==> src/rtl/bundle_pkg.sv <==
// bundle_pkg
//   Shared definitions for the bundle restoring stage and related organs:
//   - state_t        : measurement-window FSM states {IDLE, RUN, DONE}
//   - popcount_w(n)  : bit width needed to hold a ones-count of an n-bit bundle
//   - BUNDLE_WIDTH_DEF / CNT_WIDTH_DEF : default bundle and counter widths
package bundle_pkg;

  localparam int BUNDLE_WIDTH_DEF = 9;
  localparam int CNT_WIDTH_DEF    = 16;

  typedef enum logic [1:0] {
    IDLE = 2'd0,
    RUN  = 2'd1,
    DONE = 2'd2
  } state_t;

  function automatic int popcount_w(input int n);
    return $clog2(n + 1);
  endfunction

endpackage

==> src/rtl/bundle_popcount.sv <==
// bundle_popcount
//   Combinational ones-count of a redundant bundle plus the size of the
//   minority (the number of replicas that disagree with the majority).
//   Ports:
//     bundle   in  BUNDLE_WIDTH : redundant gate outputs
//     ones     out PW           : number of ones in bundle
//     minority out PW           : min(ones, BUNDLE_WIDTH - ones)
module bundle_popcount
  import bundle_pkg::*;
#(
  parameter int BUNDLE_WIDTH = BUNDLE_WIDTH_DEF,
  localparam int PW = popcount_w(BUNDLE_WIDTH)
) (
  input  logic [BUNDLE_WIDTH-1:0] bundle,
  output logic [PW-1:0]           ones,
  output logic [PW-1:0]           minority
);

  logic [PW-1:0] zeros;

  always_comb begin
    ones = '0;
    for (int i = 0; i < BUNDLE_WIDTH; i++) begin
      ones = ones + PW'(bundle[i]);
    end
    zeros    = PW'(BUNDLE_WIDTH) - ones;
    minority = (ones < zeros) ? ones : zeros;
  end

endmodule

==> src/rtl/bundle_restorer.sv <==
// bundle_restorer
//   Two-stage valid/ready restoring stage: each accepted bundle of redundant
//   NAND outputs is majority-voted to one restored bit. Optional windowed
//   error statistics are compiled in with the macro BUNDLE_RESTORER_STATS_EN;
//   without it done_o and all counter outputs are tied to 0.
//   Ports:
//     clk, reset_n        : clock (rising edge), asynchronous active-low reset
//     valid_i, bundle_i   : input bundle and its valid
//     ready_o             : stage accepts a bundle this cycle
//     z_o, valid_o        : restored bit and its valid
//     ready_i             : consumer accepts z_o
//     start_i             : pulse opening a measurement window
//     window_len_i        : results per window, sampled on start_i
//     done_o              : window complete, counters frozen
//     samples_o           : results counted in the window
//     errored_o           : non-unanimous results counted
//     minority_o          : summed minority bits
module bundle_restorer
  import bundle_pkg::*;
#(
  parameter int BUNDLE_WIDTH = BUNDLE_WIDTH_DEF,
  parameter int THRESHOLD    = (BUNDLE_WIDTH + 1) / 2,
  parameter int CNT_WIDTH    = CNT_WIDTH_DEF
) (
  input  logic                    clk,
  input  logic                    reset_n,
  input  logic                    valid_i,
  input  logic [BUNDLE_WIDTH-1:0] bundle_i,
  output logic                    ready_o,
  output logic                    z_o,
  output logic                    valid_o,
  input  logic                    ready_i,
  input  logic                    start_i,
  input  logic [CNT_WIDTH-1:0]    window_len_i,
  output logic                    done_o,
  output logic [CNT_WIDTH-1:0]    samples_o,
  output logic [CNT_WIDTH-1:0]    errored_o,
  output logic [CNT_WIDTH-1:0]    minority_o
);

  localparam int PW = popcount_w(BUNDLE_WIDTH);

  logic                    advance;
  logic [BUNDLE_WIDTH-1:0] bundle_p0;
  logic                    vld_p0;
  logic [PW-1:0]           ones_c;
  logic [PW-1:0]           min_c;
  logic                    z_p1;
  logic [PW-1:0]           min_p1;
  logic                    vld_p1;

  // Whole pipeline moves together; it only holds when the output is stalled.
  assign advance = ~vld_p1 | ready_i;
  assign ready_o = advance;

  // Stage 0: capture the incoming bundle
  always_ff @(posedge clk or negedge reset_n) begin
    if (!reset_n) begin
      bundle_p0 <= '0;
      vld_p0    <= 1'b0;
    end else if (advance) begin
      bundle_p0 <= bundle_i;
      vld_p0    <= valid_i;
    end
  end

  bundle_popcount #(
    .BUNDLE_WIDTH (BUNDLE_WIDTH)
  ) u_popcount (
    .bundle   (bundle_p0),
    .ones     (ones_c),
    .minority (min_c)
  );

  // Stage 1: majority vote and minority size
  always_ff @(posedge clk or negedge reset_n) begin
    if (!reset_n) begin
      z_p1   <= 1'b0;
      min_p1 <= '0;
      vld_p1 <= 1'b0;
    end else if (advance) begin
      z_p1   <= (ones_c >= PW'(THRESHOLD));
      min_p1 <= min_c;
      vld_p1 <= vld_p0;
    end
  end

  assign z_o     = z_p1;
  assign valid_o = vld_p1;

`ifdef BUNDLE_RESTORER_STATS_EN

  localparam int SW = ((CNT_WIDTH > PW) ? CNT_WIDTH : PW) + 1;

  // Saturating add of a minority count into a statistics counter.
  function automatic logic [CNT_WIDTH-1:0] sat_add(input logic [CNT_WIDTH-1:0] a,
                                                   input logic [PW-1:0]        b);
    logic [SW-1:0] s;
    s = SW'(a) + SW'(b);
    if (s > SW'({CNT_WIDTH{1'b1}})) return {CNT_WIDTH{1'b1}};
    return s[CNT_WIDTH-1:0];
  endfunction

  state_t               state_q;
  logic [CNT_WIDTH-1:0] len_q;
  logic [CNT_WIDTH-1:0] samples_q;
  logic [CNT_WIDTH-1:0] errored_q;
  logic [CNT_WIDTH-1:0] minority_q;
  logic                 xfer;

  assign xfer = vld_p1 & ready_i;

  // The window closes on the edge after samples reaches the length, so a
  // transfer coinciding with that edge is deliberately not counted.
  always_ff @(posedge clk or negedge reset_n) begin
    if (!reset_n) begin
      state_q    <= IDLE;
      len_q      <= '0;
      samples_q  <= '0;
      errored_q  <= '0;
      minority_q <= '0;
    end else begin
      case (state_q)
        IDLE, DONE: begin
          if (start_i) begin
            state_q    <= RUN;
            len_q      <= window_len_i;
            samples_q  <= '0;
            errored_q  <= '0;
            minority_q <= '0;
          end
        end
        RUN: begin
          if (samples_q == len_q) begin
            state_q <= DONE;
          end else if (xfer) begin
            samples_q  <= sat_add(samples_q, PW'(1));
            if (min_p1 != '0) errored_q <= sat_add(errored_q, PW'(1));
            minority_q <= sat_add(minority_q, min_p1);
          end
        end
        default: state_q <= IDLE;
      endcase
    end
  end

  assign done_o     = (state_q == DONE);
  assign samples_o  = samples_q;
  assign errored_o  = errored_q;
  assign minority_o = minority_q;

`else

  logic unused_stats;
  assign unused_stats = ^{start_i, window_len_i, min_p1};

  assign done_o     = 1'b0;
  assign samples_o  = '0;
  assign errored_o  = '0;
  assign minority_o = '0;

`endif

endmodule

==> config.mk <==
export PLATFORM = sky130hd
export DESIGN_NAME = bundle_restorer
export DESIGN_NICKNAME = d
export VERILOG_FILES = /design/src/rtl/bundle_pkg.sv /design/src/rtl/bundle_popcount.sv /design/src/rtl/bundle_restorer.sv
export SDC_FILE = /design/constraint.sdc
export NUM_CORES = 1
export LEC_CHECK = 0
export CAP_MARGIN = 40
export CORE_UTILIZATION = 39
export DETAILED_ROUTE_END_ITERATION = 10
export PLACE_DENSITY = 0.95
export SKIP_CTS_REPAIR_TIMING = 1
export SLEW_MARGIN = 20
export SYNTH_ARGS = -nofsm -noshare
export SYNTH_HDL_FRONTEND = slang
export SYNTH_HIERARCHICAL = 1
export SYNTH_SLANG_ARGS = --single-unit
==> constraint.sdc <==
create_clock -name clk -period 8.77 [get_ports clk]
set_input_delay 0.877 -clock clk [delete_from_list [all_inputs] [get_ports clk]]
set_output_delay 0.877 -clock clk [all_outputs]
set_load 0.02 [all_outputs]
; ---- Yosys cells after proc, flatten, opt, wreduce, memory -nomap -nowiden
; Cells that the tools add are included.
[classes]
shifts = 0
n_div = 0
add_sub_neg = 8
bitwise_logic = 2
mul = 0
mux = 0
eq_ne = 0
magnitude_cmp = 1
n_reduce_logical = 0
[op_table]
columns = operator, count
row1 = $add A4 B1 Y4, 7
row2 = $ge A4 B3 Y1 const B, 1
row3 = $add A1 B1 Y2, 1
row4 = $not A1 Y1, 1
row5 = $or A1 B1 Y1, 1
[totals]
n_memories = 0
output_inout_bits = 52
latchBits = 0
mem_bits_ro = 0
reg_bits = 12
inputBits = 30
ramBits = 0

; ---- Longest topological paths before layout
; Gate-level depths: netlist of run 1.
[logic_depth]
word_depth = 9
mapped_depth = 11

; ---- By module
; Netlist of run 1, hierarchy kept.
[modules_own_cells]
columns = mod, cells_per_inst, n_inst, seq_area_each_um2, area_per_inst_um2
row1 = bundle_restorer, 79, 1, 300.3, 864.6
row2 = bundle_popcount, 43, 1, 0.0, 352.8

; ---- Worst setup path after synthesis of run 1
; OpenSTA, ideal clock, no wires.
[synth_timing]
path_type = register -> register
from = reg bundle_p0[0]
to = reg z_p1 (netlist: z_o)
n_path_buf = 1
t_arrival_ns = 3.104
required_ns = 8.641
stages_incl_launch_ff = 11
period_less_slack_ns = 3.233
path_slack_ns = 5.537
setup_time_ns = 0.129
cell_sequence = dfrtp_1 inv_1 fa_1 fa_1 fa_1 fa_1 fa_1 inv_1 buf_4 o21ai_0 a31oi_1
[synth_via]
elab_chain_len = 9
[synth_rtl]
columns = element, line_no
row1 = "start, declared", bundle_restorer.sv:44  ; logic [BUNDLE_WIDTH-1:0] bundle_p0;
row2 = "start signal, assigned", bundle_restorer.sv:62  ; bundle_p0 <= bundle_i;
row3 = $add A1 B1 Y2, bundle_popcount.sv:24  ; ones = ones + PW'(bundle[i]);
row4 = $add A4 B1 Y4 (7 in a row), bundle_popcount.sv:24
row5 = via ones_c[1], bundle_restorer.sv:46  ; logic [PW-1:0] ones_c;
row6 = $ge A4 B3 Y1, bundle_restorer.sv:82  ; z_p1 <= (ones_c >= PW'(THRESHOLD));
row7 = "end signal, assigned", bundle_restorer.sv:82
row8 = "end, declared", bundle_restorer.sv:48  ; logic z_p1;
; The timed path passes the listed nets, and every way through them passes these cells.
; A chain may end at the register's enable or synchronous reset.

; ---- Worst setup path in the final report of run 1
[layout_timing]
from = in ready_i
to = out ready_o
[layout_via]
elab_chain_len = 1
[layout_rtl]
columns = element, line_no
row1 = "start, declared", bundle_restorer.sv:32  ; input logic ready_i,
row2 = $or A1 B1 Y1, bundle_restorer.sv:53  ; assign advance = ~vld_p1 | ready_i;
row3 = "end, declared", bundle_restorer.sv:29  ; output logic ready_o,
; No other way between the ends.

==> report_table.html, run 1 <==
<table>
<tr><th>Metric</th><th>Value</th></tr>
<tr><th colspan="2">Drt</th></tr>
<tr><td>Via total after detailed routing</td><td>546</td></tr>
<tr><td>Avg Vias per Cell</td><td>3.62</td></tr>
<tr><td>Number of design rule violations left after detail routing</td><td>0</td></tr>
<tr><td>Wire length after detailed routing</td><td>1.24 mm</td></tr>
<tr><td>Count of TritonRoute iterations in the first routing pass</td><td>2</td></tr>
<tr><td>Remaining antenna violation count after routing</td><td>0</td></tr>
<tr><td>Starting DRC count in detailed routing</td><td>1</td></tr>
<tr><td>WL/cell</td><td>8.21 µm</td></tr>
<tr><th colspan="2">Critical path</th></tr>
<tr><td>Data required time at the worst endpoint</td><td>7.89 ns</td></tr>
<tr><td>Worst setup path class</td><td>primary input to output port</td></tr>
<tr><td>Most numerous cell on the critical path</td><td>sky130_fd_sc_hd__clkdlybuf4s50_1</td></tr>
<tr><td>Endpoint type of the worst setup path</td><td>output port</td></tr>
<tr><td>CP Launch Type</td><td>primary input</td></tr>
<tr><td>Master of the slowest instance on the critical path</td><td>sky130_fd_sc_hd__clkdlybuf4s50_1</td></tr>
<tr><td>Data arrival, critical path</td><td>2.27 ns</td></tr>
<tr><td>Largest stage delay, worst path</td><td>0.65 ns</td></tr>
<tr><td>Largest fanout on the critical path</td><td>13</td></tr>
<tr><td>Number of buffer and inverter instances along the worst setup path</td><td>2</td></tr>
<tr><td>Gate family responsible for the most delay along the worst path</td><td>buffers and inverters</td></tr>
<tr><td>Reg2reg setup slack</td><td>5.65 ns</td></tr>
<tr><td>Critical path, cell by cell</td><td>clkdlybuf4s50_1, nand2b_4, clkdlybuf4s50_1</td></tr>
<tr><th colspan="2">STA</th></tr>
<tr><td>Worst slew pin tran</td><td>0.547 ns</td></tr>
<tr><td>Fin Clk Skew</td><td>0.00927 ns</td></tr>
<tr><td>Endpoints failing hold</td><td>0</td></tr>
<tr><td>Fin crit share</td><td>35.9%</td></tr>
<tr><td>Setup repair after global routing missed its margin</td><td>false</td></tr>
<tr><td>TNS Setup</td><td>0 ns</td></tr>
<tr><td>Timing-limited maximum frequency</td><td>318 MHz</td></tr>
<tr><td>Number of failing setup endpoints in the final timing report</td><td>0</td></tr>
<tr><td>Max-slew violations</td><td>0</td></tr>
<tr><td>PnR worst setup slack</td><td>5.62 ns</td></tr>
<tr><td>Max-slew headroom at the worst pin</td><td>63.4%</td></tr>
<tr><td>Tmin final</td><td>3.15 ns</td></tr>
<tr><th colspan="2">Global route</th></tr>
<tr><td>Initial antenna violation count</td><td>0</td></tr>
<tr><td>Total overflow reported by the global router</td><td>0</td></tr>
<tr><td>First-pass GRT wire length</td><td>1.95 mm</td></tr>
<tr><td>Largest net degree at the start of global routing</td><td>14</td></tr>
<tr><td>Vias in the first global route</td><td>455</td></tr>
<tr><td>Global-route usage over all layers</td><td>9.71%</td></tr>
<tr><th colspan="2">Finish</th></tr>
<tr><td>Layout cells sized above 1</td><td>12.4%</td></tr>
<tr><td>Finished Cell Area</td><td>0.00109 mm²</td></tr>
<tr><td>Filler instances</td><td>274</td></tr>
<tr><td>Signed area change from the synthesized netlist to the final layout</td><td>1.63%</td></tr>
<tr><td>Number of diodes</td><td>0</td></tr>
<tr><td>Net count of the finished layout</td><td>159</td></tr>
<tr><th colspan="2">Clocking</th></tr>
<tr><td>Number of clock buffers inserted by TritonCTS</td><td>3</td></tr>
<tr><td>Clock Tree Buf Depth</td><td>2</td></tr>
<tr><td>Clock root cell</td><td>sky130_fd_sc_hd__clkbuf_4</td></tr>
<tr><td>Clock latency reported for the late side of the worst-skew pair</td><td>0.28 ns</td></tr>
<tr><td>Count of clock tree sinks</td><td>12</td></tr>
<tr><td>Clock tree from TritonCTS</td><td>done</td></tr>
<tr><td>Number of H-tree branching levels</td><td>1</td></tr>
<tr><td>Clock-pin transition on the worst setup and hold timing paths</td><td>0.07 ns</td></tr>
<tr><th colspan="2">Yosys</th></tr>
<tr><td>Cell Area, Synth</td><td>0.00108 mm²</td></tr>
<tr><td>Synthesized instance count</td><td>105</td></tr>
<tr><td>Yosys warning count</td><td>6</td></tr>
<tr><td>Synthesized area per cell</td><td>10.2 µm²</td></tr>
<tr><th colspan="2">Power</th></tr>
<tr><td>Total Power Consumption</td><td>0.220 mW</td></tr>
<tr><td>Largest vdd supply drop</td><td>0.0000888 V</td></tr>
<tr><td>Static Leak</td><td>0.606 nW</td></tr>
<tr><td>Power density of the placed cells</td><td>201 mW/mm²</td></tr>
<tr><th colspan="2">Floorplanning</th></tr>
<tr><td>Area of the core region</td><td>0.00254 mm²</td></tr>
<tr><td>Die outline area</td><td>0.00297 mm²</td></tr>
<tr><td>Die H</td><td>54.5 µm</td></tr>
<tr><td>I/O pin count</td><td>82</td></tr>
<tr><td>Standard-cell row count</td><td>18</td></tr>
<tr><td>Effective utilization at floorplan</td><td>42.3%</td></tr>
<tr><td>Die span in x</td><td>54.5 µm</td></tr>
<tr><th colspan="2">Flow run</th></tr>
<tr><td>Maximum Capacitance Violations</td><td>0</td></tr>
<tr><th colspan="2">Placement</th></tr>
<tr><td>HPWL after DPL</td><td>1.08 mm</td></tr>
<tr><td>Number of I/O port buffers</td><td>15</td></tr>
<tr><td>RD Place Congestion</td><td>0.731</td></tr>
<tr><td>Pre-CTS setup slack</td><td>5.63 ns</td></tr>
<tr><td>Placed cell area</td><td>0.00106 mm²</td></tr>
<tr><th colspan="2">Hold path</th></tr>
<tr><td>Class of the most critical hold timing path</td><td>flip-flop to flip-flop</td></tr>
<tr><th colspan="2">Status</th></tr>
<tr><td>Run status</td><td>complete, no violations</td></tr>
</table>
[layer usage]
metal | share of wire, % | global-route usage (%) | up-vias | routed length (µm)
li1 | - | - | 250 | -
met1 | 37 | 10.2 | 258 | 461
met2 | 54 | 17.5 | 36 | 666
met3 | 7.3 | 2.50 | 2 | 91
met4 | 1.7 | 5.13 | 0 | 21
met5 | 0 | 0 | - | 0
[registers in the layout (all words and copies together) (netlist names)]
name and cells:
bundle_p0 9, valid_o 1, vld_p0 1, z_o 1
[path summary, 6_finish.rpt]
kind,to,depth (start not counted),startpoint
min in group asynchronous,z_o,1,reset_n
max in group asynchronous,valid_o,1,reset_n
worst max-delay path,ready_o,3,ready_i
worst min-delay path,valid_o,1,vld_p0
worst max register to register,z_o,9,bundle_p0[1]
worst min register to register,valid_o,1,vld_p0
[cell usage in the layout (no fill, tap or decap), drive strengths merged]
master / count
a31oi: 1
clkbuf: 4
clkdlybuf4s50: 15
conb: 49
dfrtp: 12
fa: 5
ha: 2
inv: 16
mux2: 10
nand2b: 2
nor2b: 1
nor3b: 1
o21a: 1
o21ai: 1
xnor2: 1
[per-stage QoR]
| step | cells | utilization [%] | hold slack (ns) |
|---|---|---|---|
| 2_1_floorplan | 153 | - | 0.430 |
| 3_3_place_gp | 147 | 41.5 | 0.438 |
| 3_5_place_dp | 147 | 41.5 | 0.453 |
| 4_1_cts | 151 | 43.0 | 0.470 |
| 5_1_grt | 151 | 43.0 | 0.476 |
| 6_report | 151 | 43.0 | 0.465 |
[power breakdown]
group          internal, mW  switching (mW)  leakage, nW
Sequential           0.0643         0.00541        0.139
Combinational        0.0477          0.0586        0.446
Clock                0.0252          0.0190       0.0210
Total                 0.137          0.0831        0.606
[layout make-up]
class	instances	area, µm²	area share, %
multi-input cells	74	509	46.6
well taps	30	37.5	3.43
clock buffers	4	36.3	3.32
inverters	16	60.1	5.49
flip-flops and latches	12	300	27.5
repair buffers	15	150	13.7
(Power assumes the default switching activity.)
==> run 2: changes to the inputs <==
--- a/config.mk
+++ b/config.mk
@@ -6,9 +6,9 @@
 export NUM_CORES = 1
 export LEC_CHECK = 0
 export CAP_MARGIN = 40
-export CORE_UTILIZATION = 39
+export CORE_UTILIZATION = 36
 export DETAILED_ROUTE_END_ITERATION = 10
-export PLACE_DENSITY = 0.95
+export PLACE_DENSITY = 0.9
 export SKIP_CTS_REPAIR_TIMING = 1
 export SLEW_MARGIN = 20
 export SYNTH_ARGS = -nofsm -noshare
==> constraint.sdc (replaced) <==
create_clock -name clk -period 3 [get_ports clk]
set_input_delay 0.3 -clock clk [delete_from_list [all_inputs] [get_ports clk]]
set_output_delay 0.3 -clock clk [all_outputs]
set_load 0.02 [all_outputs]
==> run 2 against run 1 <==
The flow now finishes with violations (design-rule violations, negative setup slack); power rose to 2.8 times the previous value; combinational power rose to 3.1 times the previous value; clock power rose by 120%; critical path depth rose by 6; non-clock buffer count rose by 2; first-iteration DRC count rose to 31 times the previous value; design area rose by 0.69%; utilization fell by 3.7 points; sequential share of layout area fell by 0.19 points; highest routed layer unchanged.
==> report_table.html, run 2 (synthesis gave the netlist of run 1 again) <==
<table>
<tr><th>Metric</th><th>Value</th></tr>
<tr><th colspan="2">Clocking</th></tr>
<tr><td>Clock root cell</td><td>sky130_fd_sc_hd__clkbuf_4</td></tr>
<tr><td>Clock Tree Buf Depth</td><td>2</td></tr>
<tr><td>Count of clock tree sinks</td><td>12</td></tr>
<tr><td>Number of H-tree branching levels</td><td>1</td></tr>
<tr><td>Clock latency reported for the late side of the worst-skew pair</td><td>0.27 ns</td></tr>
<tr><td>Number of clock buffers inserted by TritonCTS</td><td>3</td></tr>
<tr><td>Clock tree from TritonCTS</td><td>done</td></tr>
<tr><td>Clock-pin transition on the worst setup and hold timing paths</td><td>0.07 ns</td></tr>
<tr><th colspan="2">Global route</th></tr>
<tr><td>Global-route usage over all layers</td><td>9.18%</td></tr>
<tr><td>Largest net degree at the start of global routing</td><td>14</td></tr>
<tr><td>Initial antenna violation count</td><td>0</td></tr>
<tr><td>First-pass GRT wire length</td><td>2.08 mm</td></tr>
<tr><td>Vias in the first global route</td><td>474</td></tr>
<tr><td>Total overflow reported by the global router</td><td>0</td></tr>
<tr><th colspan="2">Critical path</th></tr>
<tr><td>Worst setup path class</td><td>flip-flop to flip-flop</td></tr>
<tr><td>CP Launch Type</td><td>flip-flop</td></tr>
<tr><td>Data arrival, critical path</td><td>3.25 ns</td></tr>
<tr><td>Data required time at the worst endpoint</td><td>3.14 ns</td></tr>
<tr><td>Largest fanout on the critical path</td><td>2</td></tr>
<tr><td>Endpoint type of the worst setup path</td><td>flip-flop</td></tr>
<tr><th colspan="2">STA</th></tr>
<tr><td>Hold WS</td><td>0.386 ns</td></tr>
<tr><td>Endpoints failing hold</td><td>0</td></tr>
<tr><td>Number of failing setup endpoints in the final timing report</td><td>1</td></tr>
<tr><td>PnR worst setup slack</td><td>-0.111 ns</td></tr>
<tr><td>Worst slew pin tran</td><td>0.563 ns</td></tr>
<tr><td>Max-slew headroom at the worst pin</td><td>62.4%</td></tr>
<tr><td>Fin crit share</td><td>104%</td></tr>
<tr><td>TNS Setup</td><td>-0.111 ns</td></tr>
<tr><td>Max-slew violations</td><td>0</td></tr>
<tr><td>Tmin final</td><td>3.11 ns</td></tr>
<tr><td>Setup repair after global routing missed its margin</td><td>true</td></tr>
<tr><td>Fin Clk Skew</td><td>0.00574 ns</td></tr>
<tr><td>Timing-limited maximum frequency</td><td>321 MHz</td></tr>
<tr><th colspan="2">Hold path</th></tr>
<tr><td>Class of the most critical hold timing path</td><td>primary input to async pin</td></tr>
<tr><th colspan="2">Power</th></tr>
<tr><td>Proportion of power drawn by combinational gates</td><td>52.2%</td></tr>
<tr><td>Sequential power share</td><td>32.3%</td></tr>
<tr><td>Largest vdd supply drop</td><td>0.000234 V</td></tr>
<tr><td>Static Leak</td><td>0.605 nW</td></tr>
<tr><td>Clk network pwr share</td><td>15.5%</td></tr>
<tr><td>Internal Pwr Total</td><td>0.382 mW</td></tr>
<tr><td>Power density of the placed cells</td><td>569 mW/mm²</td></tr>
<tr><td>Switching power total</td><td>0.245 mW</td></tr>
<tr><td>Total Power Consumption</td><td>0.627 mW</td></tr>
<tr><td>Switching fraction of total power</td><td>39.1%</td></tr>
<tr><th colspan="2">Floorplanning</th></tr>
<tr><td>Die outline area</td><td>0.00321 mm²</td></tr>
<tr><td>Standard-cell row count</td><td>19</td></tr>
<tr><td>Effective utilization at floorplan</td><td>38.4%</td></tr>
<tr><td>Die H</td><td>56.7 µm</td></tr>
<tr><td>I/O pin count</td><td>82</td></tr>
<tr><td>Die span in x</td><td>56.7 µm</td></tr>
<tr><td>Area of the core region</td><td>0.00281 mm²</td></tr>
<tr><th colspan="2">Finish</th></tr>
<tr><td>Most common library cell in the layout ignoring fill and taps</td><td>sky130_fd_sc_hd__conb_1</td></tr>
<tr><td>Net count of the finished layout</td><td>161</td></tr>
<tr><td>Signed area change from the synthesized netlist to the final layout</td><td>2.33%</td></tr>
<tr><td>Register containing the most flip-flops in the final layout</td><td>bundle_p0</td></tr>
<tr><td>Layout cells sized above 1</td><td>15.6%</td></tr>
<tr><td>Most frequent cells in the layout</td><td>sky130_fd_sc_hd__conb_1 (49), sky130_fd_sc_hd__inv_1 (15), sky130_fd_sc_hd__clkdlybuf4s50_1 (15)</td></tr>
<tr><td>Filler instances</td><td>286</td></tr>
<tr><td>Number of diodes</td><td>0</td></tr>
<tr><td>Number of flip-flops under the largest register name</td><td>9</td></tr>
<tr><th colspan="2">Placement</th></tr>
<tr><td>RD Place Congestion</td><td>0.709</td></tr>
<tr><td>Number of I/O port buffers</td><td>15</td></tr>
<tr><td>HPWL after DPL</td><td>1.06 mm</td></tr>
<tr><th colspan="2">Status</th></tr>
<tr><td>Failing checks</td><td>design-rule violations, negative setup slack</td></tr>
<tr><td>Run status</td><td>finished, violations left</td></tr>
<tr><th colspan="2">Drt</th></tr>
<tr><td>Avg Vias per Cell</td><td>3.61</td></tr>
<tr><td>Via total after detailed routing</td><td>553</td></tr>
<tr><td>Number of design rule violations left after detail routing</td><td>17</td></tr>
<tr><td>Remaining antenna violation count after routing</td><td>0</td></tr>
<tr><td>Count of TritonRoute iterations in the first routing pass</td><td>7</td></tr>
<tr><td>Wire length after detailed routing</td><td>1.27 mm</td></tr>
<tr><td>Starting DRC count in detailed routing</td><td>31</td></tr>
<tr><td>WL/cell</td><td>8.27 µm</td></tr>
<tr><th colspan="2">Flow run</th></tr>
<tr><td>Maximum Capacitance Violations</td><td>0</td></tr>
</table>
## run 2: cell count changes in the layout (fill, tap and decap cells not counted)
cell / before / now
sky130_fd_sc_hd__clkbuf_8: 1 / 0
sky130_fd_sc_hd__inv_1: 16 / 15
sky130_fd_sc_hd__o21ai_1: 0 / 1
sky130_fd_sc_hd__buf_4: 0 / 2
sky130_fd_sc_hd__fa_2: 0 / 2
sky130_fd_sc_hd__o21ai_0: 1 / 0
sky130_fd_sc_hd__inv_2: 0 / 1
sky130_fd_sc_hd__fa_1: 5 / 3
## run 2: area by class of cell
type / instances / area, µm² / share of cell area (%)
clock buffer: 3 / 22.5 / 2.05
inverter: 16 / 60.1 / 5.45
multi-input combinational: 74 / 514 / 46.7
sequential: 12 / 300 / 27.3
tap: 31 / 38.8 / 3.52
timing repair buffer: 17 / 165 / 15.0
## run 2: stage by stage
stage	cell area, µm²	setup slack [ns]	cells	util (%)
finish	1100	-0.111	153	39.3
floorplan	1260	-0.109	153	-
detailed placement	1080	-0.149	150	38.4
global route	1100	-0.238	153	39.3
global placement	1080	-0.0480	150	38.4
CTS	1100	-0.167	153	39.2
## run 2: path summary, 6_finish.rpt
path                       cells past startpoint         start            to  slack, ns
setup / recovery                               9  bundle_p0[0]           z_o      -0.11
hold / removal                                 1       reset_n  bundle_p0[8]       0.39
setup reg to reg                               9  bundle_p0[0]           z_o      -0.11
hold reg to reg                                1        vld_p0       valid_o       0.46
max in group asynchronous                      1       reset_n  bundle_p0[2]       2.24
min in group clk                               1        vld_p0       valid_o       0.46
## run 2: layer usage
layer  share of wire [%]  track usage, %  vias to the layer above
met2                  50            14.6                       38
li1                    -               -                      250
met3                  11            5.30                        5
met1                  37            9.26                      260
met5                   0               0                        -
met4                 2.1            5.36                        0
## run 2: power by group through the flow
stage | clock network, mW | registers (mW) | logic [mW]
2_1_floorplan | 0 | 0.213 | 0.314
3_3_place_gp | 0 | 0.204 | 0.308
3_5_place_dp | 0 | 0.206 | 0.327
4_1_cts | 0.105 | 0.203 | 0.328
5_1_grt | 0.112 | 0.208 | 0.372
6_report | 0.0973 | 0.203 | 0.327
## run 2: critical path, stage by stage, from the launching register on
cell,delay [ns]
sky130_fd_sc_hd__dfrtp_1,0.36
sky130_fd_sc_hd__inv_2,0.05
sky130_fd_sc_hd__fa_1,0.55
sky130_fd_sc_hd__fa_1,0.43
sky130_fd_sc_hd__fa_1,0.46
sky130_fd_sc_hd__fa_2,0.37
sky130_fd_sc_hd__fa_2,0.52
sky130_fd_sc_hd__inv_1,0.03
sky130_fd_sc_hd__o21ai_1,0.12
sky130_fd_sc_hd__a31oi_1,0.09
==> RTL change 1 (config.mk and constraints of run 2) <==
Build with the macro `BUNDLE_RESTORER_STATS_EN` defined.
--- a/src/rtl/bundle_restorer.sv
+++ b/src/rtl/bundle_restorer.sv
@@ -15,6 +15,8 @@
 //     samples_o           : results counted in the window
 //     errored_o           : non-unanimous results counted
 //     minority_o          : summed minority bits
+`define BUNDLE_RESTORER_STATS_EN
+
 module bundle_restorer
   import bundle_pkg::*;
 #(
Formal check against the unedited RTL: not equivalent (a bounded check fails within 4 cycles, from zero or initial values and one cycle with reset_n low).
==> RTL change 1 against run 2 <==
- the run ends with negative setup slack left
- count of clock-buffer cells in the layout rose by 7
- synthesized area grew to 4.7 times the old value
- final area rose to 6.0 times the old value
- cell count rose to 5.5 times the old value
- worst setup slack lost 1000 ps
- sequential power rose to 8.2 times the old value
- wire length grew to 11 times the old value
- total power rose to 9.0 times the old value
- sequential cell count increased by 70
- hold slack better by 47 ps
- largest cell class unchanged
==> RTL change 1: results (changes against run 2) <==
* Status: finished with violations
* Violations in the final reports: negative setup slack
* Antenna Diode Count at 0 (unchanged)
* Final sum of negative setup slack at -3444 ps (-3332 ps)
* # H-tree levels at 3 (+2)
* Wire length of the first global-routing pass at 22250 microns (+970%)
* Final Skew at 8.899 ps (+3.163 ps)
* Wire length the detailed router placed on met1 at 5916 microns (+1200%)
* Global Route met2 Usage at 0.3014 (+0.1551)
* Worst Hold Class: in2async
* Setup-violating endpoint count in the final report at 5 (+4)
* Number of port buffers at 81 (+66)
* Total length of routed met3 wires at 992 microns (+590%)
* Sequential cell fraction of total power at 0.293 (-0.030)
* Vias per inst at 5.620 (+55%)
* DRC violation total after the first TritonRoute iteration at 499 (+1500%)
* Peak fanout along the critical path at 4 (+2)
* Detailed-routing iteration count for the pre-antenna-repair pass at 5 (-2)
* Max clock buf depth at 2 (unchanged)
* Top post-synthesis cells by area: dfrtp_1 40%, nand2_1 6.2%, ha_1 3.2%
* Vias in the first global route at 4517 (+850%)
* Number of buffers added by the clock tree synthesis step at 9 (+6)
* Worst setup margin at -1154 ps (-1042 ps)
* Met1 layer usage reported by global route at 0.2497 (+0.1571)
* Max transition margin at 0.4600 (-0.1637)
* Insertion delay of the later-clocked pin in the worst-skew pair at 350 ps (+80 ps)
* Maximum number of pins on one net before global-route repair at 55 (+41)
* Dominant synthesized flop cell: dfrtp_1
* Async set-reset flop share out of synthesis at 1.000
* Gate power share at 0.493 (-0.029)
* Sw Ratio at 0.3906 (-0.0005468)
* Number of antenna violations at the first check in global routing at 0 (unchanged)
* Total of fill cells in the finished design at 1254 (+340%)
* Grt met3 use at 0.05425 (+0.001250)
* Routability-driven placement congestion ratio at 0.9008 (+27%)
* Mapped Cells at 571 (+440%)
* Worst voltage drop across the vdd grid at 468.3 uV (+100%)
* Placed Area at 6235 sq um (+480%)
* Detailed placement HPWL at 9479 microns (+800%)
* Placed Cells incl. Taps at 830 (+450%)
* CP arrival at 4380 ps (+1130 ps)
* Met2 layer wire length in the routed design at 6333 microns (+910%)
* R2R cell count at 13 (+4)
* GRT Resource Usage Total at 0.1924 (+0.1006)
* Stage delay of the slowest cell on the critical path at 550 ps (about the same)
* Leakage at 2.814 nW (+360%)
* Clock root buffer: clkbuf_16
* Internal power at 3.447 mW (+800%)
* Worst setup startpoint: bundle_p0[0]
* Layout Nets at 712 (+340%)
* Vias at 4766 (+760%)
* Clock slew seen by the registers of the worst setup and hold paths at 60 ps
* Share of layout cells above drive strength 1 at 0.1243 (-0.03149)
* Post-detailed-route wirelength per cell at 15.94 microns (+93%)
* Hold Worst Slack at 432.9 ps (+47.39 ps)
* Capture point of the critical path: min_p1[0]
## RTL change 1: kinds of logic (layout without fill, tap and decap cells)
| family | Yosys count | after routing | share of synthesized area |
|---|---|---|---|
| AND/OR/NAND/NOR | 233 | 233 | 0.2327 |
| AO/OA/AOI/OAI | 136 | 136 | 0.1802 |
| flip-flops | 82 | 82 | 0.4042 |
| XOR/XNOR | 20 | 20 | 0.03451 |
| buffers and inverters | 62 | 159 | 0.05053 |
| multiplexers | 19 | 19 | 0.04215 |
| adder cells (fa/ha/maj) | 19 | 19 | 0.05571 |
## RTL change 1: cell type report
type	count	area, sq um	area share
clock inverter	6	90.09	0.01359
timing repair buffer	111	1064	0.1604
clock buffer	10	239.0	0.03605
multi-input combinational	427	2839	0.4283
inverter	32	120.1	0.01812
tap	180	225.2	0.03398
sequential	82	2052	0.3096
==> RTL change 2 (flow settings as in run 2) <==
Without the edit above. Set the package constant `BUNDLE_WIDTH_DEF` to 7 (it was 9).
--- a/src/rtl/bundle_pkg.sv
+++ b/src/rtl/bundle_pkg.sv
@@ -5,7 +5,7 @@
 //   - BUNDLE_WIDTH_DEF / CNT_WIDTH_DEF : default bundle and counter widths
 package bundle_pkg;
 
-  localparam int BUNDLE_WIDTH_DEF = 9;
+  localparam int BUNDLE_WIDTH_DEF = 7;
   localparam int CNT_WIDTH_DEF    = 16;
 
   typedef enum logic [1:0] {
Interface: changed (resized bundle_i); port bits go from 82 to 80. No check against the original RTL was run, so the function may have changed too.
==> RTL change 2 against run 2 <==
- sequential cell count is 2 lower
- critical path type unchanged
- largest cell class unchanged
- critical endpoint unchanged
- worst setup slack better by 650 ps
- total power is 25% lower
- count of clock-buffer cells in the layout up 1
- wire length down 28%
- hold slack got worse by 45 ps
- synthesized area shrank 17%
- final area down 19%
==> RTL change 2: results (changes against run 2) <==
* R2R cell count at 9 (unchanged)
* Clock slew seen by the registers of the worst setup and hold paths at 60 ps
* Maximum number of pins on one net before global-route repair at 12 (-2)
* Placed Cells incl. Taps at 122 (-19%)
* GRT Resource Usage Total at 0.08168 (-0.01007)
* Max clock buf depth at 2 (unchanged)
* Antenna Diode Count at 0 (unchanged)
* Worst Hold Class: in2async
* Vias at 404 (-27%)
* Placed Area at 857.1 sq um (-20%)
* CP arrival at 2610 ps (-640 ps)
* Detailed-routing iteration count for the pre-antenna-repair pass at 2 (-5)
* Leakage at 0.4981 nW (-18%)
* Number of antenna violations at the first check in global routing at 0 (unchanged)
* Status: finished clean
* Vias in the first global route at 359 (-24%)
* Detailed placement HPWL at 769.1 microns (-27%)
* Peak fanout along the critical path at 2 (unchanged)
* Clock root buffer: clkbuf_4
* Worst setup slack before clock tree synthesis at 531.5 ps (+680.2 ps)
* Number of buffers added by the clock tree synthesis step at 3 (unchanged)
* Worst voltage drop across the vdd grid at 346.4 uV (+48%)
* # H-tree levels at 1 (unchanged)
* Max reg flops at 7 (-2)
* DRC violation total after the first TritonRoute iteration at 2 (-94%)
* Register name with the most flops: bundle_p0
* Mapped Cells at 83 (-21%)
* Wire length of the first global-routing pass at 1476 microns (-29%)
* Hold Worst Slack at 341.0 ps (-44.50 ps)
* Post-detailed-routing wire length at 917 microns (-28%)
* Insertion delay of the later-clocked pin in the worst-skew pair at 260 ps
* Final Skew at 0.8644 ps (-4.872 ps)
* Endpoint of the most critical register-to-register path: z_o
* Vias per inst at 3.206 (-11%)
* Worst r2r src: bundle_p0[0]
* Routability-driven placement congestion ratio at 0.6826 (-3.7%)
* Total of warnings raised by yosys at 6 (unchanged)
* Number of port buffers at 13 (-2)
* Share of layout cells above drive strength 1 at 0.1429 (-0.01288)
* Layout Nets at 131 (-19%)
-- RTL change 2: worst max-delay path by stage --
stage / from / end / slack (ps) / cells past startpoint
3_5_place_dp: bundle_p0[0] / z_o / 530 / 9
2_1_floorplan: bundle_p0[0] / z_o / 590 / 9
5_1_grt: bundle_p0[0] / z_o / 400 / 9
4_1_cts: bundle_p0[0] / z_o / 520 / 9
3_3_place_gp: bundle_p0[0] / z_o / 540 / 9
6_report: bundle_p0[0] / z_o / 540 / 9
-- RTL change 2: critical path, stage by stage (launching register included) --
cell     delay (ps)
dfrtp_1         410
fa_1            540
inv_1            50
fa_1            470
inv_1            50
fa_1            340
inv_1            70
fa_1            150
inv_1            30
mux2_2          250
-- RTL change 2: area by class of cell --
type / instances / area [sq um]
clock buffer: 4 / 36.28
fill: 226 / 1383
inverter: 7 / 26.28
multi-input combinational: 64 / 415.4
sequential: 10 / 250.2
tap: 28 / 35.03
timing repair buffer: 13 / 130.1
-- RTL change 2: power breakdown --
group	internal, mW	switching, mW	leakage (nW)
Clock	0.0736	0.0440	0.0210
Sequential	0.157	0.0151	0.116
Combinational	0.0711	0.107	0.361
-- RTL change 2: routing by layer --
layer	GRT usage	vias to the layer above	routed length (microns)
li1	-	180	-
met1	0.08942	192	326
met2	0.1255	28	510
met3	0.02924	4	67
met4	0.06757	0	12
met5	0	-	0
